## src/rtl/prog_clk_en_div_if.sv

```systemverilog
// Control/status bundle for the programmable clock-enable divider.
// sq_out exists only when SQUARE_OUT_EN is defined.
interface prog_clk_en_div_if #(
    parameter int WIDTH = 8
);
    logic             run;
    logic             mode;
    logic             start;
    logic             hold;
    logic             div_load;
    logic [WIDTH-1:0] div_val;
    logic             tick;
    logic             busy;
    logic [WIDTH-1:0] count;
`ifdef SQUARE_OUT_EN
    logic             sq_out;
`endif

    modport master (
        output run, mode, start, hold, div_load, div_val,
`ifdef SQUARE_OUT_EN
        input  sq_out,
`endif
        input  tick, busy, count
    );

    modport slave (
        input  run, mode, start, hold, div_load, div_val,
`ifdef SQUARE_OUT_EN
        output sq_out,
`endif
        output tick, busy, count
    );
endinterface

```

## src/rtl/prog_clk_en_div.sv

```systemverilog
// Programmable clock-enable: one-cycle tick every DIV+1 clocks, periodic or one-shot.
// Optional SQUARE_OUT_EN adds a registered square-wave output toggled by tick.
module prog_clk_en_div #(
    parameter int WIDTH       = 8,
    parameter int DEFAULT_DIV = 255
) (
    input  logic           clk,
    input  logic           rst,
    prog_clk_en_div_if.slave bus
);
    typedef enum logic [1:0] {
        S_IDLE = 2'd0,
        S_PER  = 2'd1,
        S_ONE  = 2'd2
    } state_t;

    state_t           r_state;
    state_t           w_state_nxt;
    logic [WIDTH-1:0] r_div;
    logic [WIDTH-1:0] r_count;
    logic [WIDTH-1:0] w_count_nxt;
    logic             r_tick;
    logic             w_tick_nxt;
    logic             r_busy;
    logic             w_term;

    assign w_term = (r_count == r_div);

    always_ff @(posedge clk) begin
        if (rst) begin
            r_state <= S_IDLE;
            r_div   <= WIDTH'(DEFAULT_DIV);
            r_count <= '0;
            r_tick  <= 1'b0;
            r_busy  <= 1'b0;
        end else begin
            r_state <= w_state_nxt;
            r_count <= w_count_nxt;
            r_tick  <= w_tick_nxt;
            r_busy  <= (w_state_nxt != S_IDLE);
            if (bus.div_load)
                r_div <= bus.div_val;
        end
    end

    // div_load and hold both freeze the state; only counting moves it
    always_comb begin
        w_state_nxt = r_state;
        if (!bus.div_load && !bus.hold) begin
            unique case (r_state)
                S_IDLE: begin
                    if (!bus.mode && bus.run)
                        w_state_nxt = S_PER;
                    else if (bus.mode && bus.start)
                        w_state_nxt = S_ONE;
                end
                S_PER: begin
                    if (!bus.run)
                        w_state_nxt = S_IDLE;
                end
                S_ONE: begin
                    if (w_term)
                        w_state_nxt = S_IDLE;
                end
                default: w_state_nxt = S_IDLE;
            endcase
        end
    end

    always_comb begin
        w_count_nxt = r_count;
        w_tick_nxt  = 1'b0;
        if (bus.div_load) begin
            w_count_nxt = '0;
        end else if (!bus.hold) begin
            unique case (r_state)
                S_PER, S_ONE: begin
                    if (r_state == S_PER && !bus.run) begin
                        w_count_nxt = '0;
                    end else if (w_term) begin
                        w_count_nxt = '0;
                        w_tick_nxt  = 1'b1;
                    end else begin
                        w_count_nxt = r_count + 1'b1;
                    end
                end
                default: w_count_nxt = '0;
            endcase
        end
    end

`ifdef SQUARE_OUT_EN
    logic r_sq;

    always_ff @(posedge clk) begin
        if (rst)
            r_sq <= 1'b0;
        else if (w_state_nxt == S_IDLE)
            r_sq <= 1'b0;
        else if (w_tick_nxt)
            r_sq <= ~r_sq;
    end

    assign bus.sq_out = r_sq;
`endif

    assign bus.tick  = r_tick;
    assign bus.busy  = r_busy;
    assign bus.count = r_count;
endmodule

```

## src/flat_wrapper.sv

```systemverilog
// flat-port wrapper written by rule: the top's interface ports become plain ports
module prog_clk_en_div_flat 
#(
    parameter int WIDTH       = 8,
    parameter int DEFAULT_DIV = 255
)
  (clk, rst, bus_run, bus_mode, bus_start, bus_hold, bus_div_load, bus_div_val, bus_tick, bus_busy, bus_count);
  prog_clk_en_div_if #(.WIDTH(WIDTH)) bus_i ();
  input  logic clk;
  input  logic rst;
  input wire logic [$bits(bus_i.run)-1:0] bus_run;
  input wire logic [$bits(bus_i.mode)-1:0] bus_mode;
  input wire logic [$bits(bus_i.start)-1:0] bus_start;
  input wire logic [$bits(bus_i.hold)-1:0] bus_hold;
  input wire logic [$bits(bus_i.div_load)-1:0] bus_div_load;
  input wire logic [$bits(bus_i.div_val)-1:0] bus_div_val;
  output wire logic [$bits(bus_i.tick)-1:0] bus_tick;
  output wire logic [$bits(bus_i.busy)-1:0] bus_busy;
  output wire logic [$bits(bus_i.count)-1:0] bus_count;
  assign bus_i.run = bus_run;
  assign bus_i.mode = bus_mode;
  assign bus_i.start = bus_start;
  assign bus_i.hold = bus_hold;
  assign bus_i.div_load = bus_div_load;
  assign bus_i.div_val = bus_div_val;
  assign bus_tick = bus_i.tick;
  assign bus_busy = bus_i.busy;
  assign bus_count = bus_i.count;
  prog_clk_en_div #(.WIDTH(WIDTH), .DEFAULT_DIV(DEFAULT_DIV)) u_core (.clk(clk), .rst(rst), .bus(bus_i));
endmodule
```

## config.mk

```make
export PLATFORM = sky130hd
export DESIGN_NAME = prog_clk_en_div_flat
export DESIGN_NICKNAME = d
export VERILOG_FILES = /design/src/rtl/prog_clk_en_div_if.sv /design/src/rtl/prog_clk_en_div.sv /design/src/flat_wrapper.sv
export SDC_FILE = /design/constraint.sdc
export NUM_CORES = 1
export LEC_CHECK = 0
export ABC_CLOCK_PERIOD_IN_PS = 2100
export CAP_MARGIN = 5
export CORE_ASPECT_RATIO = 0.9
export CORE_UTILIZATION = 45
export CTS_BUF_LIST = sky130_fd_sc_hd__clkbuf_4
export CTS_CLUSTER_SIZE = 16
export DETAILED_ROUTE_END_ITERATION = 12
export PLACE_DENSITY = 0.73
export SETUP_SLACK_MARGIN = 0.4
export SLEW_MARGIN = 20
export SYNTH_ARGS = -nofsm -noshare
export SYNTH_HDL_FRONTEND = slang
export SYNTH_SLANG_ARGS = --single-unit
export TNS_END_PERCENT = 10
```

## constraint.sdc

```tcl
create_clock -name clk -period 2.1 [get_ports clk]
set_clock_uncertainty 0.2 [all_clocks]
set_input_delay 0.21 -clock clk [delete_from_list [all_inputs] [get_ports clk]]
set_output_delay 0.21 -clock clk [all_outputs]
set_load 0.01 [all_outputs]
```

==> results of run 1 <==
timing repair:
action | in CTS | in global routing
setup buffers | 2 | 2
pin swaps | 2 | 2
gates resized for setup | 11 | 3
setup endpoints to repair | 18 | 19
hold endpoints to repair | 0 | 0
routing by layer:
layer | track usage, % | vias up | wire length [µm]
met4 | 7.895 | 0 | 10
met3 | 6.918 | 2 | 105
met5 | 0 | - | 0
met1 | 27.08 | 496 | 1200
li1 | - | 516 | -
met2 | 35.60 | 32 | 1297
worst max-delay path, cell delays in order (launching register included):
cell,delay [ns]
sky130_fd_sc_hd__dfxtp_2,0.38
sky130_fd_sc_hd__xor2_1,0.20
sky130_fd_sc_hd__nor4_4,0.40
sky130_fd_sc_hd__buf_4,0.19
sky130_fd_sc_hd__a21oi_2,0.08
sky130_fd_sc_hd__nand3_1,0.10
sky130_fd_sc_hd__o311ai_0,0.12
state kept, by name (all words and copies together) (netlist names):
name	flops
u_core.bus.busy	1
u_core.bus.count	8
u_core.bus.tick	1
u_core.r_div	8
u_core.r_state	2
layout by cell type (no fill, tap or decap), types with 3 or more instances in the layout:
| master | instances |
|---|---|
| sky130_fd_sc_hd__a211o_1 | 8 |
| sky130_fd_sc_hd__buf_4 | 8 |
| sky130_fd_sc_hd__clkbuf_4 | 3 |
| sky130_fd_sc_hd__clkdlybuf4s50_1 | 24 |
| sky130_fd_sc_hd__dfxtp_1 | 12 |
| sky130_fd_sc_hd__dfxtp_2 | 6 |
| sky130_fd_sc_hd__ha_1 | 5 |
| sky130_fd_sc_hd__nand2_1 | 11 |
| sky130_fd_sc_hd__nand3_1 | 8 |
| sky130_fd_sc_hd__nor2_1 | 6 |
| sky130_fd_sc_hd__nor2b_1 | 9 |
| sky130_fd_sc_hd__nor3_1 | 3 |
| sky130_fd_sc_hd__o21ai_0 | 10 |
| sky130_fd_sc_hd__xor2_1 | 8 |
logic make-up after synthesis:
group / after synthesis / share of synthesized area [%]
buffers and inverters: 7 / 2.420
and+or+nand+nor: 50 / 24.77
adders and majority gates: 5 / 5.760
AOI/OAI and AO/OA: 34 / 22.12
xor gates and xnor gates: 10 / 8.065
DFF: 20 / 36.87
power by group:
part | switching, mW | total (mW) | internal (mW)
registers | 0.00934 | 0.400 | 0.391
logic | 0.0506 | 0.110 | 0.0597
clock network | 0.108 | 0.175 | 0.0667
total | 0.168 | 0.685 | 0.517
stage by stage:
step / setup WS (ns) / hold slack (ns) / cells / instance area [µm²]
after floorplan: 0.4019 / 0.1279 / 126 / 1087
after global placement: 0.1849 / 0.3213 / 176 / 1373
after detailed placement: 0.08872 / 0.3324 / 176 / 1373
after CTS: 0.3618 / 0.2859 / 181 / 1439
after global routing: 0.2010 / 0.3008 / 183 / 1466
final: 0.3041 / 0.2956 / 183 / 1466
final cells by class:
type / instances / share of cell area (%)
Timing Repair Buffer: 32 / 20.48
Sequential cell: 20 / 28.33
Tap cell: 27 / 2.304
Clock buffer: 3 / 1.536
Multi-Input combinational cell: 99 / 46.84
Inverter: 2 / 0.5119
worst paths after layout:
kind                        from                  end  slack (ns)  cells after the start
max          u_core.bus.count[5]  u_core.bus.count[5]        0.30                      6
min               bus_div_val[4]      u_core.r_div[4]        0.30                      2
max reg2reg  u_core.bus.count[5]  u_core.bus.count[5]        0.30                      6
min reg2reg  u_core.bus.count[7]  u_core.bus.count[7]        0.34                      2
==> impl_metrics.json, run 1 <==
{
  "outcome": "finished, final reports clean",
  "yosys_cell_types": 34,
  "synth.top_cells.by_count": "sky130_fd_sc_hd__dfxtp_1 (20), sky130_fd_sc_hd__nand2_1 (11), sky130_fd_sc_hd__o21ai_0 (10), sky130_fd_sc_hd__nand3_1 (9), sky130_fd_sc_hd__nor2b_1 (9)",
  "post_cts_hold_buffer_count": 0,
  "cap_violations": 0,
  "multi_input_comb_area_um2": 686.9,
  "maximum_count_of_clock_buffers_along_a_single_path": 2,
  "detail_route.vias_per_cell": 5.716,
  "yosys_warnings": 0,
  "fp-row-count": 16,
  "seqCellArea_um2": 415.4,
  "synth_fp_nets": 146,
  "mean_syn_cell_area_um2": 8.619,
  "pin_count_of_the_biggest_net_entering_global_routing": 20,
  "grt_antenna_before_repair": 0,
  "hpwl_um": 1803,
  "finalHoldViolations": 0,
  "numPortBuffers": 24,
  "required_time_of_the_critical_path_ns": 2.07,
  "drt_wl_cell_um": 14.28,
  "fin_nets": 178,
  "cts_made_buffers": 3,
  "worstSetupPathType": "reg2reg",
  "clk_root_buffer_cell": "sky130_fd_sc_hd__clkbuf_4",
  "gp_routability_congestion": 0.8757,
  "core-area_um2": 2222,
  "cts_htree_levels": 1,
  "layout.core_utilization_pct": 65.99,
  "drc_errors": 0,
  "die_area_um2": 2614,
  "total_global_routing_overflow": 0,
  "maxClockFrequency_mhz": 556.8,
  "netlist_top_cells_area": "sky130_fd_sc_hd__dfxtp_1 (37%), sky130_fd_sc_hd__a211o_1 (6.5%), sky130_fd_sc_hd__xor2_1 (6.5%), sky130_fd_sc_hd__ha_1 (5.8%), sky130_fd_sc_hd__nor2b_1 (5.2%)",
  "final_layout_size_suffix_gt1_share_pct": 16.67,
  "slew_violations": 0,
  "yosys.area.top_type": "sky130_fd_sc_hd__dfxtp_1",
  "synth-edff-count": 0,
  "netlist.area_leader.share_pct": 36.87,
  "clock_latency_ns": 0.29,
  "synthCells": 126,
  "cts.sinks": 20,
  "max_slew_margin_pct": 75.67,
  "synth_async_sr_flop_share_pct": 0,
  "start_util_pct": 48.87,
  "final_min_period_over_clock_period_pct": 85.52,
  "routed_wirelength_um": 2614,
  "rsz0062_at_grt": "yes",
  "worst-slew-pin-transition_ns": 0.3622,
  "global_route_wire_length_before_repair_um": 4250,
  "groute.usage.overall_pct": 22.19,
  "die_width_um": 53.79,
  "filler_cell_count": 196,
  "power.leakage_nw": 0.5480,
  "setup.worst_path.end_class": "flop",
  "layout-area-overhead-vs-synth_pct": 35.02,
  "critPathMaxFanout": 7,
  "yosysMostFrequentCell": "sky130_fd_sc_hd__dfxtp_1",
  "power.total_mw": 0.6853,
  "synth.yosys.seq_area_share_pct": 36.87,
  "synth_area_um2": 1086,
  "worstPathArrival_ns": 1.76,
  "antenna-diode-count": 0,
  "detailedRoute.firstPassIterationCount": 8,
  "tritoncts": "built",
  "path_clk_slew_ns": 0.10,
  "fin_tns_setup_ns": 0,
  "ys_dominant_reg_cell": "sky130_fd_sc_hd__dfxtp_1",
  "detailroute.via_count": 1046,
  "floorplan.die.height_um": 48.61,
  "ir_drop_uv": 361.0,
  "timing.hold.worst.class": "in2reg",
  "report.final.setup_viol": 0,
  "fin_crit_ns": 1.796,
  "final_antenna_net_count": 0,
  "via_count_of_the_first_global_routing_pass": 975,
  "synth-seq-cells": 20,
  "first_iter_violations": 37,
  "worst_setup_path_start_kind": "flop",
  "top_level_ports": 25,
  "power_per_unit_of_standard_cell_area_nw_per_um2": 467.3
}
Note: power is estimated with default switching activity, not from simulation.
==> run 2: changes to the inputs <==
--- a/config.mk
+++ b/config.mk
@@ -10,7 +10,6 @@
 export CORE_ASPECT_RATIO = 0.9
 export CORE_UTILIZATION = 45
 export CTS_BUF_LIST = sky130_fd_sc_hd__clkbuf_4
-export CTS_CLUSTER_SIZE = 16
 export DETAILED_ROUTE_END_ITERATION = 12
 export PLACE_DENSITY = 0.73
 export SETUP_SLACK_MARGIN = 0.4
@@ -18,4 +17,4 @@
 export SYNTH_ARGS = -nofsm -noshare
 export SYNTH_HDL_FRONTEND = slang
 export SYNTH_SLANG_ARGS = --single-unit
-export TNS_END_PERCENT = 10
+export TNS_END_PERCENT = 20
==> run 2 against run 1 <==
  * Clock power up 3%
  * First-iteration DRC count down 38%
  * Hold slack worse by 0.0083 ns
  * Flip-flop and latch count unchanged
==> impl_metrics.json, run 2 (synthesis results as in run 1) <==
{
  "routed_wirelength_um": 2759,
  "layout.cells.most_common_list": "sky130_fd_sc_hd__clkdlybuf4s50_1 (24), sky130_fd_sc_hd__buf_4 (13), sky130_fd_sc_hd__nand2_1 (11)",
  "whs_path_depth": 2,
  "whs_endpoint": "u_core.r_div[4]",
  "cap_violations": 0,
  "die_area_um2": 2614,
  "start_util_pct": 48.87,
  "path_clk_slew_ns": 0.11,
  "maximum_count_of_clock_buffers_along_a_single_path": 2,
  "power.leakage_nw": 0.5923,
  "detailroute.via_count": 1063,
  "final_antenna_net_count": 0,
  "worstSetupPathType": "reg2reg",
  "slew_violations": 0,
  "report.final.setup_viol": 0,
  "total_global_routing_overflow": 0,
  "die_width_um": 53.79,
  "via_count_of_the_first_global_routing_pass": 975,
  "clock_latency_ns": 0.30,
  "floorplan.die.height_um": 48.61,
  "detailedRoute.firstPassIterationCount": 4,
  "timing.reg2reg.worst_path_depth": 6,
  "setup.worst_path.end_class": "flop",
  "numPortBuffers": 24,
  "power_per_unit_of_standard_cell_area_nw_per_um2": 439.9,
  "timing.rr.end": "u_core.bus.busy",
  "outcome": "finished, final reports clean",
  "top_level_ports": 25,
  "finalHoldViolations": 0,
  "ir_drop_uv": 339.0,
  "layout-area-overhead-vs-synth_pct": 46.66,
  "worst_setup_path_start_kind": "flop",
  "intPower_mw": 0.5209,
  "rrSetupSlack_ns": 0.33,
  "detail_route.vias_per_cell": 5.654,
  "worstPathArrival_ns": 1.77,
  "layoutNonFillerInstCount": 188,
  "place.detailed.instances": 176,
  "cts.sinks": 20,
  "required_time_of_the_critical_path_ns": 2.10,
  "cts_made_buffers": 3,
  "worst-slew-pin-transition_ns": 0.2960,
  "groute.usage.overall_pct": 22.19,
  "post_cts_hold_buffer_count": 0,
  "power_frac_comb_pct": 16.9,
  "fin_tns_setup_ns": 0,
  "hold_path.startpoint": "bus_div_val[4]",
  "maxClockFrequency_mhz": 565.0,
  "drt_wl_cell_um": 14.68,
  "tritoncts": "built",
  "fp-row-count": 16,
  "fin_crit_ns": 1.770,
  "drc_errors": 0,
  "antenna-diode-count": 0,
  "critPathMaxFanout": 6,
  "total_switching_power_mw": 0.1797,
  "pin_count_of_the_biggest_net_entering_global_routing": 20,
  "clk_root_buffer_cell": "sky130_fd_sc_hd__clkbuf_4",
  "rsz0062_at_grt": "yes",
  "crit-reg2reg-launch": "u_core.bus.count[4]",
  "core-area_um2": 2222,
  "max_slew_margin_pct": 80.16,
  "global_route_wire_length_before_repair_um": 4250,
  "power_frac_clock_pct": 25.8,
  "switching_part_of_the_total_power_pct": 25.64,
  "mostFrequentLayoutCell": "sky130_fd_sc_hd__clkdlybuf4s50_1",
  "first_iter_violations": 23,
  "gp_routability_congestion": 0.8757,
  "fin_nets": 183,
  "pwr-share-seq_pct": 57.3,
  "grt_antenna_before_repair": 0,
  "hpwl_um": 1803,
  "cts_htree_levels": 1,
  "timing.hold.worst.class": "in2reg",
  "final_layout_size_suffix_gt1_share_pct": 27.33,
  "final_min_period_over_clock_period_pct": 84.28
}
run 2: timing repair:
item	4_1_cts	5_1_grt
endpoints found under the setup margin	18	19
buffers inserted	2	7
gates resized for setup	12	24
pin swaps	2	4
run 2: worst max path at each step:
stage                              startpoint                  end  cells past startpoint
final                     u_core.bus.count[4]      u_core.bus.busy                      6
after global routing      u_core.bus.count[4]      u_core.bus.busy                      6
after CTS                 u_core.bus.count[2]         bus_count[2]                      2
after detailed placement             bus_hold  u_core.bus.count[5]                      6
after global placement               bus_hold  u_core.bus.count[5]                      6
after floorplan           u_core.bus.count[5]      u_core.bus.busy                      5
run 2: layer usage:
layer  wire length, µm  track usage [%]  up-vias  share of wire (%)
met5                 0                0        -                  0
met4                47            7.895        0                1.7
met3               130            6.918        6                4.7
met2              1347            35.60       32                 49
met1              1234            27.08      502                 45
li1                  -                -      523                  -
run 2: power by group through the flow:
stage | logic (mW) | registers (mW) | clock network (mW)
global placement | 0.102 | 0.411 | 0
CTS | 0.108 | 0.402 | 0.182
floorplan | 0.0597 | 0.410 | 0
detailed placement | 0.104 | 0.411 | 0
global route | 0.128 | 0.404 | 0.208
finish | 0.118 | 0.401 | 0.181
run 2: final cells by class:
cell class	count	area, µm²
Clock buffer	3	22.52
Tap cell	27	33.78
Inverter	2	7.507
Timing Repair Buffer	37	337.8
Sequential cell	20	425.4
Multi-Input combinational cell	99	765.7
Fill cell	179	629.4
run 2: per-stage QoR:
stage	hold WS, ns	power [mW]	utilization, %	instance area, µm²	setup slack [ns]
6_report	0.2873	0.7006	71.68	1593	0.3301
2_1_floorplan	0.1279	0.4693	-	1087	0.4019
3_5_place_dp	0.3324	0.5152	61.77	1373	0.08872
3_3_place_gp	0.3213	0.5126	61.77	1373	0.1849
5_1_grt	0.2810	0.7397	71.68	1593	0.2074
4_1_cts	0.2859	0.6915	64.75	1439	0.3618
run 2: worst max-delay path, stage by stage (launching register included):
cell and delay (ns):
sky130_fd_sc_hd__dfxtp_4 0.38, sky130_fd_sc_hd__xor2_1 0.17, sky130_fd_sc_hd__nor4_2 0.28, sky130_fd_sc_hd__buf_4 0.20, sky130_fd_sc_hd__nand2_4 0.08, sky130_fd_sc_hd__a222oi_1 0.26, sky130_fd_sc_hd__o21bai_1 0.10
==> run 3: changes to the inputs <==
--- a/config.mk
+++ b/config.mk
@@ -5,13 +5,13 @@
 export SDC_FILE = /design/constraint.sdc
 export NUM_CORES = 1
 export LEC_CHECK = 0
-export ABC_CLOCK_PERIOD_IN_PS = 2100
+export ABC_CLOCK_PERIOD_IN_PS = 1450
 export CAP_MARGIN = 5
 export CORE_ASPECT_RATIO = 0.9
 export CORE_UTILIZATION = 45
 export CTS_BUF_LIST = sky130_fd_sc_hd__clkbuf_4
 export DETAILED_ROUTE_END_ITERATION = 12
-export PLACE_DENSITY = 0.73
+export PLACE_DENSITY = 0.76
 export SETUP_SLACK_MARGIN = 0.4
 export SLEW_MARGIN = 20
 export SYNTH_ARGS = -nofsm -noshare
==> constraint.sdc (replaced) <==
create_clock -name clk -period 1.45 [get_ports clk]
set_clock_uncertainty 0.2 [all_clocks]
set_input_delay 0.145 -clock clk [delete_from_list [all_inputs] [get_ports clk]]
set_output_delay 0.145 -clock clk [all_outputs]
set_load 0.01 [all_outputs]
==> run 3 against run 2 <==
  * The flow now finishes with violations (setup timing)
  * Core utilization is 4.1 points higher
  * Maximum frequency is 0.67% lower
  * Cell area is 5.7% higher
  * Sequential power is 45% higher
  * Combinational power is 53% higher
  * Sequential share of layout area is 2.1 points lower
  * Global-route usage is 1.9 points higher
  * Critical endpoint is now u_core.bus.count[2]
==> impl_metrics.json, run 3 (synthesis results as in run 1) <==
{
  "outcome": "complete, but fails checks",
  "failed_checks": "setup timing",
  "slew_violations": 0,
  "finalHoldViolations": 0,
  "mostFrequentLayoutCell": "sky130_fd_sc_hd__buf_4",
  "post_cts_hold_buffer_count": 0,
  "clock_latency_ns": 0.31,
  "power_per_unit_of_standard_cell_area_nw_per_um2": 609.0,
  "top_level_ports": 25,
  "routedLengthMet1_um": 1251,
  "final_antenna_net_count": 0,
  "cts.sinks": 20,
  "groute.usage.overall_pct": 24.07,
  "routed_wirelength_um": 3111,
  "start_util_pct": 48.87,
  "drt_wl_cell_um": 15.25,
  "hold_path.startpoint": "rst",
  "fp-row-count": 16,
  "setup.worst_path.end_class": "flop",
  "report.final.setup_viol": 12,
  "critPathMaxFanout": 3,
  "maximum_count_of_clock_buffers_along_a_single_path": 2,
  "layout-area-overhead-vs-synth_pct": 55.07,
  "ir_drop_uv": 522.9,
  "antenna-diode-count": 0,
  "hpwl_um": 2072,
  "required_time_of_the_critical_path_ns": 1.45,
  "drc_errors": 0,
  "gp_routability_congestion": 0.7885,
  "worstSetupPathType": "reg2reg",
  "slowest_stage": "sky130_fd_sc_hd__dfxtp_2",
  "core-area_um2": 2222,
  "worst-slew-pin-transition_ns": 0.2929,
  "pin_count_of_the_biggest_net_entering_global_routing": 20,
  "final_layout_size_suffix_gt1_share_pct": 35.59,
  "fin_crit_ns": 1.782,
  "power.total_mw": 1.026,
  "crit_path_max_incr_delay_ns": 0.34,
  "postLayoutSetupSlackWorst_ns": -0.3317,
  "detail_route.vias_per_cell": 5.647,
  "timing.hold.worst.class": "in2reg",
  "final_min_period_over_clock_period_pct": 122.9,
  "numPortBuffers": 24,
  "detailroute.wirelength.met2_um": 1595,
  "crit-reg2reg-launch": "u_core.bus.count[7]",
  "worstPathArrival_ns": 1.78,
  "via_count_of_the_first_global_routing_pass": 1054,
  "path_clk_slew_ns": 0.11,
  "fin_tns_setup_ns": -2.763,
  "crit_family": "compound AO/OA/AOI/OAI gates",
  "pre_cts_ws_ns": -0.4293,
  "total_global_routing_overflow": 0,
  "detailedRoute.firstPassIterationCount": 4,
  "fin_nets": 199,
  "layoutNonFillerInstCount": 204,
  "grt_antenna_before_repair": 0,
  "topRoutingLayerUsed": "met4",
  "first_iter_violations": 31,
  "cap_violations": 0,
  "cp_cell_sequence": "xor2_1, nor4_2, buf_4, buf_4, a211oi_2, o21ai_1, o21ai_1",
  "layout.cells.most_common_list": "sky130_fd_sc_hd__buf_4 (20), sky130_fd_sc_hd__buf_6 (15), sky130_fd_sc_hd__clkdlybuf4s50_1 (12)",
  "die_area_um2": 2614,
  "cp-startpoint": "u_core.bus.count[7]",
  "rsz0062_at_grt": "yes",
  "cts_htree_levels": 1,
  "tritoncts": "built",
  "place.detailed.instances": 195,
  "floorplan.die.height_um": 48.61,
  "max_slew_margin_pct": 80.48,
  "clk_root_buffer_cell": "sky130_fd_sc_hd__clkbuf_4",
  "worst-path-buf-inv": 2,
  "cts_made_buffers": 3,
  "power.leakage_nw": 0.6937,
  "detailroute.via_count": 1152,
  "global_route_wire_length_before_repair_um": 4602,
  "worst_setup_path_start_kind": "flop",
  "maxClockFrequency_mhz": 561.2,
  "met3RoutedLength_um": 230,
  "die_width_um": 53.79
}
run 3: cell types whose count changed in the layout (fill, tap and decap cells not counted), sizes merged:
cell / before / now
buf: 13 / 38
clkdlybuf4s15: 0 / 1
clkdlybuf4s50: 24 / 12
dlygate4sd2: 0 / 2
run 3: metal layers:
metal	GRT usage, %	vias up
met5	0	-
met2	40.33	54
met4	7.018	0
met3	6.918	7
li1	-	562
met1	28.82	529
run 3: tightest hold or removal path, cell delays in order:
cell                            delay (ns)
sky130_fd_sc_hd__dlygate4sd2_1        0.26
sky130_fd_sc_hd__buf_6                0.19
sky130_fd_sc_hd__a311oi_1             0.06
run 3: area by class of cell:
| cell class | instances | area [µm²] |
|---|---|---|
| multi-input cells | 99 | 709.4 |
| fillers | 152 | 538.0 |
| repair buffers | 53 | 496.7 |
| flip-flops and latches | 20 | 414.1 |
| well taps | 27 | 33.78 |
| clock buffers | 3 | 22.52 |
| inverters | 2 | 7.507 |
run 3: timing repair:
action,in CTS,in global routing
hold endpoints to repair,0,0
pin swaps,1,0
gates resized for setup,55,24
buffers inserted,3,3
setup endpoints to repair,30,22
run 3: where the power goes:
part | total, mW | leakage (nW) | switching (mW) | internal, mW
Combinational | 0.180 | 0.512 | 0.0819 | 0.0983
Clock | 0.265 | 0.0138 | 0.167 | 0.0973
Sequential | 0.581 | 0.168 | 0.0128 | 0.568
run 3: stage by stage:
| step | hold WS (ns) | cell area, µm² | util (%) |
|---|---|---|---|
| after floorplan | 0.06294 | 1091 | - |
| after global placement | 0.3615 | 1519 | 68.36 |
| after detailed placement | 0.3584 | 1519 | 68.36 |
| after CTS | 0.1785 | 1595 | 71.79 |
| after global routing | 0.2060 | 1684 | 75.79 |
| final | 0.1856 | 1684 | 75.79 |
run 3: worst paths after layout:
path / slack, ns / end / cells after the start
hold reg to reg: 0.39 / u_core.bus.count[2] / 2
setup reg to reg: -0.33 / u_core.bus.count[2] / 7
hold / removal: 0.19 / u_core.r_state[0] / 3
setup / recovery: -0.33 / u_core.bus.count[2] / 7
